===== src/rtl/vintc.sv =====
// vintc: vectored interrupt controller with per-source edge/level capture,
// fixed priority (source 0 highest), nested preemption and a claim/EOI
// register interface on the 16-bit I/O register bus.
module vintc #(
    parameter int NSRC = 8,
    parameter int RV   = 16
) (
    input  logic            clk,
    input  logic            reset,
    input  logic [NSRC-1:0] src,
    input  logic [3:0]      io_addr,
    input  logic            io_write,
    input  logic            io_read,
    input  logic [RV-1:0]   io_wdata,
    output logic [RV-1:0]   io_rdata,
    output logic            interrupt,
    output logic [3:0]      intr_id
);

    // Synchroniser stages; sync3_q is the delayed copy used for edge detect.
    logic [NSRC-1:0] sync1_q, sync2_q, sync3_q;

    logic [NSRC-1:0] pending_q, pending_d;
    logic [NSRC-1:0] enable_q, enable_d;
    logic [NSRC-1:0] mode_q, mode_d;
    logic [NSRC-1:0] in_service_q, in_service_d;
    logic            ctrl_q, ctrl_d;
    logic            interrupt_q, interrupt_d;
    logic [3:0]      intr_id_q, intr_id_d;

    logic [NSRC-1:0] rise;
    logic [NSRC-1:0] clr;
    logic [NSRC-1:0] below_mask;
    logic [NSRC-1:0] eligible;
    logic [3:0]      best;
    logic            valid;

    logic wr_pending, wr_enable, wr_mode, wr_eoi, wr_ctrl, rd_claim;

    // Upper write-data bits are unused when NSRC is below the bus width.
    logic unused_wdata;
    assign unused_wdata = ^io_wdata;

    assign wr_pending = io_write && (io_addr == 4'd0);
    assign wr_enable  = io_write && (io_addr == 4'd1);
    assign wr_mode    = io_write && (io_addr == 4'd2);
    assign wr_eoi     = io_write && (io_addr == 4'd4);
    assign wr_ctrl    = io_write && (io_addr == 4'd5);
    assign rd_claim   = io_read && (io_addr == 4'd3);

    assign rise = sync2_q & ~sync3_q;

    // Source synchroniser and edge-detect delay.
    always_ff @(posedge clk or negedge reset) begin
        if (!reset) begin
            sync1_q <= '0;
            sync2_q <= '0;
            sync3_q <= '0;
        end else begin
            sync1_q <= src;
            sync2_q <= sync1_q;
            sync3_q <= sync2_q;
        end
    end

    // Mask of sources strictly above the highest-priority in-service source.
    always_comb begin : prio_mask
        logic hit;
        hit        = 1'b0;
        below_mask = '0;
        for (int i = 0; i < NSRC; i++) begin
            hit           = hit | in_service_q[i];
            below_mask[i] = ~hit;
        end
    end

    assign eligible = pending_q & enable_q & ~in_service_q & below_mask;
    assign valid    = |eligible;

    // Lowest-index eligible source wins.
    always_comb begin
        best = '0;
        for (int i = NSRC - 1; i >= 0; i--) begin
            if (eligible[i]) begin
                best = 4'(i);
            end
        end
    end

    // Next-state for pending, in-service, configuration and outputs.
    always_comb begin
        enable_d     = enable_q;
        mode_d       = mode_q;
        ctrl_d       = ctrl_q;
        in_service_d = in_service_q;
        clr          = '0;

        if (wr_pending) begin
            clr = io_wdata[NSRC-1:0];
        end

        for (int i = 0; i < NSRC; i++) begin
            if (rd_claim && valid && (best == 4'(i))) begin
                in_service_d[i] = 1'b1;
                clr[i]          = 1'b1;
            end
            if (wr_eoi && (io_wdata[3:0] == 4'(i))) begin
                in_service_d[i] = 1'b0;
            end
        end

        // Clears only reach edge bits; a coincident new edge wins over a clear.
        pending_d = (mode_q & (rise | (pending_q & ~clr))) | (~mode_q & sync2_q);

        if (wr_enable) begin
            enable_d = io_wdata[NSRC-1:0];
        end
        if (wr_mode) begin
            mode_d = io_wdata[NSRC-1:0];
        end
        if (wr_ctrl) begin
            ctrl_d = io_wdata[0];
        end

        interrupt_d = ctrl_q & valid;
        intr_id_d   = best;
    end

    // Controller state registers.
    always_ff @(posedge clk or negedge reset) begin
        if (!reset) begin
            pending_q    <= '0;
            enable_q     <= '0;
            mode_q       <= '0;
            in_service_q <= '0;
            ctrl_q       <= 1'b0;
            interrupt_q  <= 1'b0;
            intr_id_q    <= '0;
        end else begin
            pending_q    <= pending_d;
            enable_q     <= enable_d;
            mode_q       <= mode_d;
            in_service_q <= in_service_d;
            ctrl_q       <= ctrl_d;
            interrupt_q  <= interrupt_d;
            intr_id_q    <= intr_id_d;
        end
    end

    assign interrupt = interrupt_q;
    assign intr_id   = intr_id_q;

    // Combinational register read mux.
    always_comb begin
        io_rdata = '0;
        case (io_addr)
            4'd0: io_rdata = RV'(pending_q);
            4'd1: io_rdata = RV'(enable_q);
            4'd2: io_rdata = RV'(mode_q);
            4'd3: begin
                io_rdata[RV-1] = valid;
                io_rdata[3:0]  = best;
            end
            4'd5: io_rdata[0] = ctrl_q;
            4'd6: io_rdata = RV'(in_service_q);
            4'd7: io_rdata = RV'(sync2_q);
            default: io_rdata = '0;
        endcase
    end

endmodule


===== config.mk =====
export PLATFORM = sky130hd
export DESIGN_NAME = vintc
export DESIGN_NICKNAME = d
export VERILOG_FILES = /design/src/rtl/vintc.sv
export SDC_FILE = /design/constraint.sdc
export NUM_CORES = 1
export LEC_CHECK = 0
export CAP_MARGIN = 20
export CORE_MARGIN = 2
export CORE_UTILIZATION = 50
export CTS_CLUSTER_SIZE = 24
export DETAILED_ROUTE_END_ITERATION = 10
export GPL_ROUTABILITY_DRIVEN = 0
export GPL_TIMING_DRIVEN = 0
export PLACE_DENSITY = 0.75
export SYNTH_ARGS = -nofsm -noshare
export SYNTH_HDL_FRONTEND = slang
export SYNTH_SLANG_ARGS = --single-unit

===== constraint.sdc =====
create_clock -name clk -period 2.6 [get_ports clk]
set_input_delay 0.39 -clock clk [delete_from_list [all_inputs] [get_ports clk]]
set_output_delay 0.39 -clock clk [all_outputs]
set_load 0.01 [all_outputs]

# After elaboration in Yosys (flattened, before gate mapping)

Index checks and enable logic that the tools add are counted.

Bits in registers: 62
Latch bits: 0
RAM bits: 0
ROM bits: 0
Bits of input ports: 32
Output and inout port bits: 21
Word-level logic and storage cells: 139
Memories kept: 0

Add/subtract/negate cells: 0
Multipliers: 0
Divide/modulo/power cells: 0
Order comparisons: 0
Equal/unequal tests: 21
Shifts and indexed selects: 0
Muxes and demuxes: 37
Bitwise operators: 29
Reductions and logical operators: 35

Operators by type and width:

| kind                                                             | number |
|---|---|
| 8-bit AND                                                        | 7 |
| 4-bit by 3-bit == test with 1-bit output (second input constant) | 12 |
| 8-bit inverter                                                   | 4 |
| 4-bit 2-to-1 mux                                                 | 7 |
| 1-bit 2-to-1 mux                                                 | 25 |
| 4-bit by 2-bit == test with 1-bit output (second input constant) | 6 |
| 1-bit logical AND                                                | 23 |
| 4-bit one-hot mux with 5 select lines                            | 1 |
| 3-bit one-hot mux with 6 select lines                            | 1 |
| 8-bit bitwise OR                                                 | 2 |
| 2-bit nonzero test                                               | 8 |
| 4-bit by 1-bit == test with 1-bit output (second input constant) | 3 |
| 4-bit logical NOT                                                | 3 |
| 8-bit 2-to-1 mux                                                 | 1 |
| 1-bit inverter                                                   | 8 |
| 8-bit OR reduction                                               | 1 |
| 1-bit bitwise OR                                                 | 7 |
| 1-bit one-hot mux with 7 select lines                            | 1 |
| 3-bit 2-to-1 mux                                                 | 1 |
| 1-bit AND                                                        | 1 |

# Logic depth before layout (Yosys ltp)

Gate-level depths: netlist (run 1).

Depth in word-level cells: 25
Gate-level depth with buffers: 6
Gate-level depth less buffers: 5

# Worst setup path before layout (run 1)

No wires, ideal clock.

Kind: reg2out
Start point: reg in_service_q[0]
End point: out io_rdata[0]
Arrival time: 1683 ps
Required time: 2210 ps
Slack: 527 ps
Stages on the path, launching flop included: 6
Buffers on the path: 0
Cells stage by stage: dfrtp_1 -> or3_1 -> o41a_1 -> o31a_2 -> nor2_2 -> a221o_1

Longest elaborated chain between the ends: 18
Elaborated cells on any way between the ends: 27
Those cells by class: mux: 9; bitwise: 18

RTL lines:

| what                                    | RTL line | text |
|---|---|---|
| from (decl)                             | 26       | `logic [NSRC-1:0] in_service_q, in_service_d;` |
| from (signal assigned)                  | 143      | `in_service_q <= in_service_d;` |
| 1-bit bitwise OR (7 in series)          | 72       | `hit = hit \| in_service_q[i];` |
| 1-bit inverter                          | 73       | `below_mask[i] = ~hit;` |
| 8-bit AND *                             | 77       | `assign eligible = pending_q & enable_q & ~in_service_q & below_mask;` |
| 3-bit 2-to-1 mux                        | 84       | `if (eligible[i]) begin` |
| 4-bit 2-to-1 mux (6 in series)          | 84       |  |
| 4-bit 2-to-1 mux *                      | 84       |  |
| via best[0]                             | 35       | `logic [3:0] best;` |
| 1-bit one-hot mux with 7 select lines * | 156      | `case (io_addr)` |
| to (decl)                               | 15       | `output logic [RV-1:0] io_rdata,` |

Mark *: on every way through the listed nets, which the timed path passes. The rest lies on a longest branch.

# Final worst setup path (run 1)

Same ends and word-level chain as after synthesis.

==> reports/results.env, run 1 <==
HPWLAFTERDP_MM=4.52
DRT_DRC_VIOLATIONS_LEFT=0
DATA_REQUIRED_TIME_AT_THE_WORST_ENDPOINT_PS=2210
DPL-INSTANCE-AREA_UM2=3310
TOTALWIRELENGTH_MM=7.12
WORSTSETUPPATHTYPE='reg -> out'
WORST_PATH_MAX_DELAY_CELL='dfrtp_2'
CRITPATHTOPFAMILY='simple AND/OR/NAND/NOR gates'
DETAILEDROUTE.FIRSTPASSITERATIONCOUNT=5
LARGEST_FAMILY_OF_LOGIC_CELLS_BY_SYNTHESIZED_AREA='simple AND/OR/NAND/NOR gates'
ANTENNA_VIOLATIONS_BEFORE_REPAIR=0
LAYOUT-AREA-OVERHEAD-VS-SYNTH_PCT=31.3
CTS_HOLD_BUF=0
NUM-NETS-FINAL=358
POSTROUTEANTENNANETS=0
GRT_REMAINING_OVERFLOW=0
POST-LAYOUT-TOTAL-POWER_uW=2840
VIAS_IN_THE_FIRST_GLOBAL_ROUTE=2218
POWER.IR.VDD_WORST_V=0.000491
POST_PLACEMENT_SETUP_SLACK_PS=-538
REGTOREGSTARTPOINT='in_service_q[0]'
YS_SEQ_AREA_SHARE_PCT=53.9
REG2REG_DEPTH=7
FIN_WORST_SKEW_PS=8.12
PIN_COUNT_OF_THE_BIGGEST_NET_ENTERING_GLOBAL_ROUTING=32
TIMING.CRITICAL_PATH.MODE_CELL='buf_4'
RRSETUPSLACK_PS=430
TIMING.CRITICAL_PATH.BUF_INV=3
INITIAL_CORE_UTIL_PCT=51.5
POST_ROUTE_CELLS_DRIVE_ABOVE_1_SHARE_PCT=26.4
N_ANTENNA_CELL=0
CORE_AREA_UM2=5510
FINAL_NUMBER_OF_MAX_TRANSITION_VIOLATIONS=0
SYNTHESIS.AREA_PER_INSTANCE_UM2=11.1
CLK_PIN_SLEW_PS=70
CRITICAL_PATH.ENDPOINT_TYPE='output port'
SYNTH_ADDER_AREA_SHARE_PCT=0
CTSHTREEMAXLEVEL=3
FIN_AREA_UM2=3720
LEAKAGE_uW=0.00170
PLACEMENT_ROWS=27
MAX-SLEW-MARGIN-REL_PCT=42.7
SYNTH.AREA.MUX_SHARE_PCT=7.64
SYNTH-COMPOUND-AREA-SHARE_PCT=17.0
SETUP_REPAIR_AFTER_GLOBAL_ROUTING_MISSED_ITS_MARGIN='yes'
FP.DIEAREA_UM2=6290
DRT-INITIAL-DRC-COUNT=305
CLOCK_TREE_FROM_TRITONCTS='yes'
NETLIST.AREA_LEADER.SHARE_PCT=53.9
SETUP-VIOLATIONS-FINAL=1
CLK_PATH_BUF_DEPTH=2
CLOCKROOTBUFFER='clkbuf_8'
CP_SLOWEST_STAGE_DELAY_PS=420
VIASPERCELL=5.78
POWER_DENSITY_nW_PER_UM2=764
SYNTH.LARGEST_AREA_CELL='dfrtp_1'
MAX_FREQ_GHz=0.384
FINALCOREUTILIZATION_PCT=67.6
GRTUSAGETOTAL_PCT=24.2
WORST_EP_ARRIVAL_TIME_PS=2220
CRIT_START='in_service_q[0]'
YOSYS.AREA_SHARE.XOR_XNOR_PCT=0
WIDTH_OF_THE_DIE_UM=79.3
CLOCK-SINKS=61
HOLD-WORST-SLACK_PS=106
CLOCK_INSERTION_DELAY_WORST_SKEW_PS=340
MAPPED_AREA_UM2=2830
POST_SYNTH_INST_COUNT=256
VIAS=2323
MIN_SETUP_SLACK_POST_ROUTE_PS=-7.45
WORST_SETUP_PATH_ENDPOINT='io_rdata[0]'
MIN_PATH_TYPE='in -> async'
CTS_INSERTED_BUFFERS=9
VIOLATIONS='negative setup slack'
IO_PINS=53
FLIP_FLOP_AND_LATCH_COUNT_AFTER_SYNTHESIS=61
SYNTH_FLOP_CELL='dfrtp_1'
YOSYS_WARNINGS=0
PLACEMENT.IO_BUFFERS=34
DIE-HEIGHT_UM=79.3
SYNTH.AREA.TOP_CELLS='dfrtp_1 (54%), nand2_1 (6.1%), mux2_2 (4.4%)'
TIMING.FINAL.CRIT_SHARE_PCT=100
PATH_CELLS='buf_4 -> nor4_4 -> nand3_2 -> buf_4 -> o31a_4 -> nor2_4 -> a221o_1 -> buf_2'
SIMPLE_GATE_SHARE_OF_THE_SYNTHESIZED_AREA_PCT=18.2
WIRE_LENGTH_OF_THE_FIRST_GLOBAL_ROUTING_PASS_MM=11.1
YOSYS.CELL_COUNT.TOP_TYPE='dfrtp_1'
REGTOREGENDPOINT='pending_q[3]'
MIN_PERIOD_PS=2610
SYNTH_ASYNC_SR_FLOP_SHARE_PCT=100
CP-START-KIND='flip-flop'
DRV_CAP=0
LEVELS_ON_CRIT_PATH=8
TIGHTEST_SLEW_PS=857
SYNTHTOPCELLSBYCOUNT='dfrtp_1 (61), nand2_1 (46), nor2_1 (12), mux2_2 (11), o21ai_0 (10)'
TIMING.FINAL.HOLD_VIOLATIONS=0
CP_MAX_FO=5
SYNTH_CELL_TYPES=55
SYNTH-EDFF-COUNT=0
RUN_STATUS='finished with violations'
POST_DRT_WL_PER_CELL_UM=17.7
## how the worst min path moves through the flow
stage                     slack [ps]           to
after floorplan                   90       ctrl_q
after global placement           330   sync2_q[7]
after detailed placement         340   sync2_q[4]
after CTS                        130  enable_q[2]
after global routing             160  enable_q[0]
final                            110  enable_q[0]
## sequential cells by signal, indices dropped and copies added (netlist names)
name          count
sync3_q           8
sync2_q           8
sync1_q           8
mode_q            8
pending_q         8
intr_id           3
in_service_q      8
ctrl_q            1
enable_q          8
interrupt         1
## per-layer routing
| layer | track usage (%) | up-vias | routed length, um |
|---|---|---|---|
| li1 | - | 1069 | - |
| met1 | 31.9 | 1137 | 3160 |
| met2 | 38.7 | 96 | 3330 |
| met3 | 3.64 | 21 | 426 |
| met4 | 13.1 | 0 | 207 |
| met5 | 0 | - | 0 |
## per-stage QoR
step                      cells  TNS, ps
after floorplan             263        0
after global placement      369   -53560
after detailed placement    370    -4930
after CTS                   396     -148
after global routing        402     -156
final                       402    -7.45
## area by class of cell
| cell class | count | area, um^2 |
|---|---|---|
| Fill cell | 446 | 1790 |
| Tap cell | 72 | 90.1 |
| Multi-Input combinational cell | 187 | 1370 |
| Sequential cell | 61 | 1530 |
| Timing Repair Buffer | 52 | 479 |
| Clock buffer | 13 | 149 |
| Buffer | 12 | 81.3 |
| Inverter | 3 | 11.3 |
| Clock inverter | 2 | 10.0 |
## cells in the final DEF, fill, tap and decap left out, types with 8 or more instances in the layout
master / n
nor2_1: 11
mux2_2: 11
conb_1: 8
dfrtp_1: 58
o21ai_0: 9
clkdlybuf4s50_1: 26
a221o_1: 8
clkbuf_8: 10
nand2_1: 44
buf_4: 25
## what timing repair did
action                                  CTS  global route
hold endpoints to repair                  0             0
endpoints found under the setup margin    9             8
pin swaps                                 6             6
buffers inserted                         11             6
resized for setup                        28            18
## power breakdown
part           switching [uW]  leakage [uW]  total, uW  internal [uW]
clock network             346     0.0000833        710            364
registers                 122      0.000738       1220           1100
logic                     441      0.000874        911            470
## worst reg2reg max path: cells and delay by family, from the launching register on
| family | cells | cell delay (ps) |
|---|---|---|
| simple gates | 3 | 570 |
| buf+inv | 2 | 320 |
| flops | 1 | 420 |
| compound gates | 2 | 740 |
## cell families (layout without fill, tap and decap cells)
| logic type | after synthesis | in the layout |
|---|---|---|
| simple gates | 98 | 98 |
| compound gates | 61 | 61 |
| other cells | 1 | 8 |
| flops | 61 | 61 |
| mux | 20 | 20 |
| buf+inv | 15 | 82 |
(Power assumes the default switching activity.)
==> run 2, diff against run 1 <==
--- a/config.mk
+++ b/config.mk
@@ -13,6 +13,8 @@
 export GPL_ROUTABILITY_DRIVEN = 0
 export GPL_TIMING_DRIVEN = 0
 export PLACE_DENSITY = 0.75
+export SKIP_CTS_REPAIR_TIMING = 1
+export SLEW_MARGIN = 20
 export SYNTH_ARGS = -nofsm -noshare
 export SYNTH_HDL_FRONTEND = slang
 export SYNTH_SLANG_ARGS = --single-unit
==> reports/results.env, run 2 (same netlist as run 1, synthesis figures left out) <==
SETUP_REPAIR_AFTER_GLOBAL_ROUTING_MISSED_ITS_MARGIN='yes'
PIN_COUNT_OF_THE_BIGGEST_NET_ENTERING_GLOBAL_ROUTING=59
POWER_DENSITY_nW_PER_UM2=769
VIASPERCELL=5.86
REG2REG_DEPTH=7
DETAILEDROUTE.FIRSTPASSITERATIONCOUNT=6
MULTI_INPUT_GATE_AREA_IN_THE_FINAL_LAYOUT_UM2=1340
FINALSETUPTNS_PS=-108
POST-LAYOUT-TOTAL-POWER_uW=2860
POST_ROUTE_CELLS_DRIVE_ABOVE_1_SHARE_PCT=23.6
FINAL_COMMON_CELL='dfrtp_1'
DP_CELLS=370
CTS_INSERTED_BUFFERS=9
VIOLATIONS='negative setup slack'
CLOCK_INSERTION_DELAY_WORST_SKEW_PS=340
MIN_SETUP_SLACK_POST_ROUTE_PS=-108
CORE_AREA_UM2=5510
FINAL_NUMBER_OF_MAX_TRANSITION_VIOLATIONS=0
DATA_REQUIRED_TIME_AT_THE_WORST_ENDPOINT_PS=2210
DRT_DRC_VIOLATIONS_LEFT=0
INSTANCES_NO_FILL=398
FIN_AREA_UM2=3720
CP_MAX_FO=5
WIRE_LENGTH_OF_THE_FIRST_GLOBAL_ROUTING_PASS_MM=10.6
CTSHTREEMAXLEVEL=3
POST_PLACEMENT_SETUP_SLACK_PS=-544
REGTOREGSTARTPOINT='in_service_q[3]'
GRT_REMAINING_OVERFLOW=0
DIE-HEIGHT_UM=79.3
GRTUSAGETOTAL_PCT=23.2
LAYOUT-AREA-OVERHEAD-VS-SYNTH_PCT=31.2
MIN_DELAY_PATH_DEPTH=0
CRITICAL_PATH.ENDPOINT_TYPE='output port'
HPWLAFTERDP_MM=4.49
PLACEMENT.IO_BUFFERS=34
DPL-INSTANCE-AREA_UM2=3320
PLACEMENT_ROWS=27
CLOCK-SINKS=61
POWER.IR.VDD_WORST_V=0.000479
NUM-NETS-FINAL=355
POST_DRT_WL_PER_CELL_UM=17.6
IO_PINS=53
REGTOREGENDPOINT='pending_q[3]'
CLK_PIN_SLEW_PS=60
RRSETUPSLACK_PS=370
TIGHTEST_SLEW_PS=837
INITIAL_CORE_UTIL_PCT=51.5
WORSTSETUPPATHTYPE='reg -> out'
VIAS=2331
LEAKAGE_uW=0.00173
MOSTFREQUENTLAYOUTCELLS='dfrtp_1 (58), nand2_1 (46), clkdlybuf4s50_1 (26)'
MAX-SLEW-MARGIN-REL_PCT=43.7
FIN_WORST_SKEW_PS=6.11
MIN_PATH_TYPE='reg -> reg'
N_ANTENNA_CELL=0
DRT-INITIAL-DRC-COUNT=302
POSTROUTEANTENNANETS=0
ANTENNA_VIOLATIONS_BEFORE_REPAIR=0
FILLCELLCOUNT=422
SETUP-VIOLATIONS-FINAL=1
WORST_EP_ARRIVAL_TIME_PS=2320
CLOCKROOTBUFFER='clkbuf_8'
TOTALWIRELENGTH_MM=7.00
CRIT_START='in_service_q[3]'
HP-START='sync1_q[1]'
MIN_TO='sync2_q[1]'
MAX_FREQ_GHz=0.369
TIMING.FINAL.CRIT_SHARE_PCT=104
CLOCK_TREE_FROM_TRITONCTS='yes'
MIN_PERIOD_PS=2710
RUN_STATUS='finished with violations'
FP.DIEAREA_UM2=6290
CP-START-KIND='flip-flop'
WIDTH_OF_THE_DIE_UM=79.3
VIAS_IN_THE_FIRST_GLOBAL_ROUTE=2119
CLK_PATH_BUF_DEPTH=2
DRV_CAP=0
SEQUENTIAL_CELL_AREA_UM2=1530
TIMING.FINAL.HOLD_VIOLATIONS=0
-- run 2: changes by cell type in the layout (fill, tap and decap cells not counted), moves of 2 or more --
| cell | before | now |
|---|---|---|
| dlymetal6s2s_1 | 1 | 6 |
| buf_4 | 25 | 21 |
| buf_2 | 4 | 1 |
| dlygate4sd2_1 | 3 | 0 |
| clkbuf_1 | 4 | 2 |
| nand2_1 | 44 | 46 |
| nand2_2 | 2 | 0 |
-- run 2: layer usage --
| layer | vias up | part of all wire [%] | GRT usage, % |
|---|---|---|---|
| met4 | 0 | 2.4 | 10.9 |
| li1 | 1061 | - | - |
| met2 | 112 | 48 | 36.2 |
| met3 | 17 | 6.8 | 6.14 |
| met5 | - | 0 | 0 |
| met1 | 1141 | 43 | 30.2 |
-- run 2: worst max-delay path by stage --
| stage | depth (start not counted) | slack (ps) | to |
|---|---|---|---|
| after floorplan | 5 | 530 | io_rdata[0] |
| after global placement | 1 | -800 | enable_q[7] |
| after detailed placement | 6 | -540 | io_rdata[1] |
| after CTS | 6 | -690 | io_rdata[0] |
| after global routing | 8 | -150 | io_rdata[0] |
| final | 8 | -110 | io_rdata[0] |
-- run 2: through the flow --
stage / hold WS (ps) / util, %
floorplan: 94.4 / -
global placement: 332 / 59.8
detailed placement: 204 / 60.2
CTS: -163 / 63.2
global route: 350 / 67.5
finish: 341 / 67.5
-- run 2: worst max-delay path, stage by stage, from the launching register on --
cell and delay (ps):
dfrtp_2 450, nor4_4 340, buf_4 180, nand3_2 90, buf_4 160, o31a_4 310, nor2_4 160, a221o_1 160
clkbuf_2 130
-- run 2: report_power, final --
part           switching [uW]  internal, uW
Sequential                131          1100
Clock                     351           384
Combinational             425           468
-- run 2: cell type report --
cell class	count	share of cell area, %
well taps	72	2.42
inverters	3	0.303
plain buffers	12	2.19
multi-input cells	187	36.1
clock buffers	12	4.17
repair buffers	49	13.3
clock inverters	2	0.269
flip-flops and latches	61	41.2
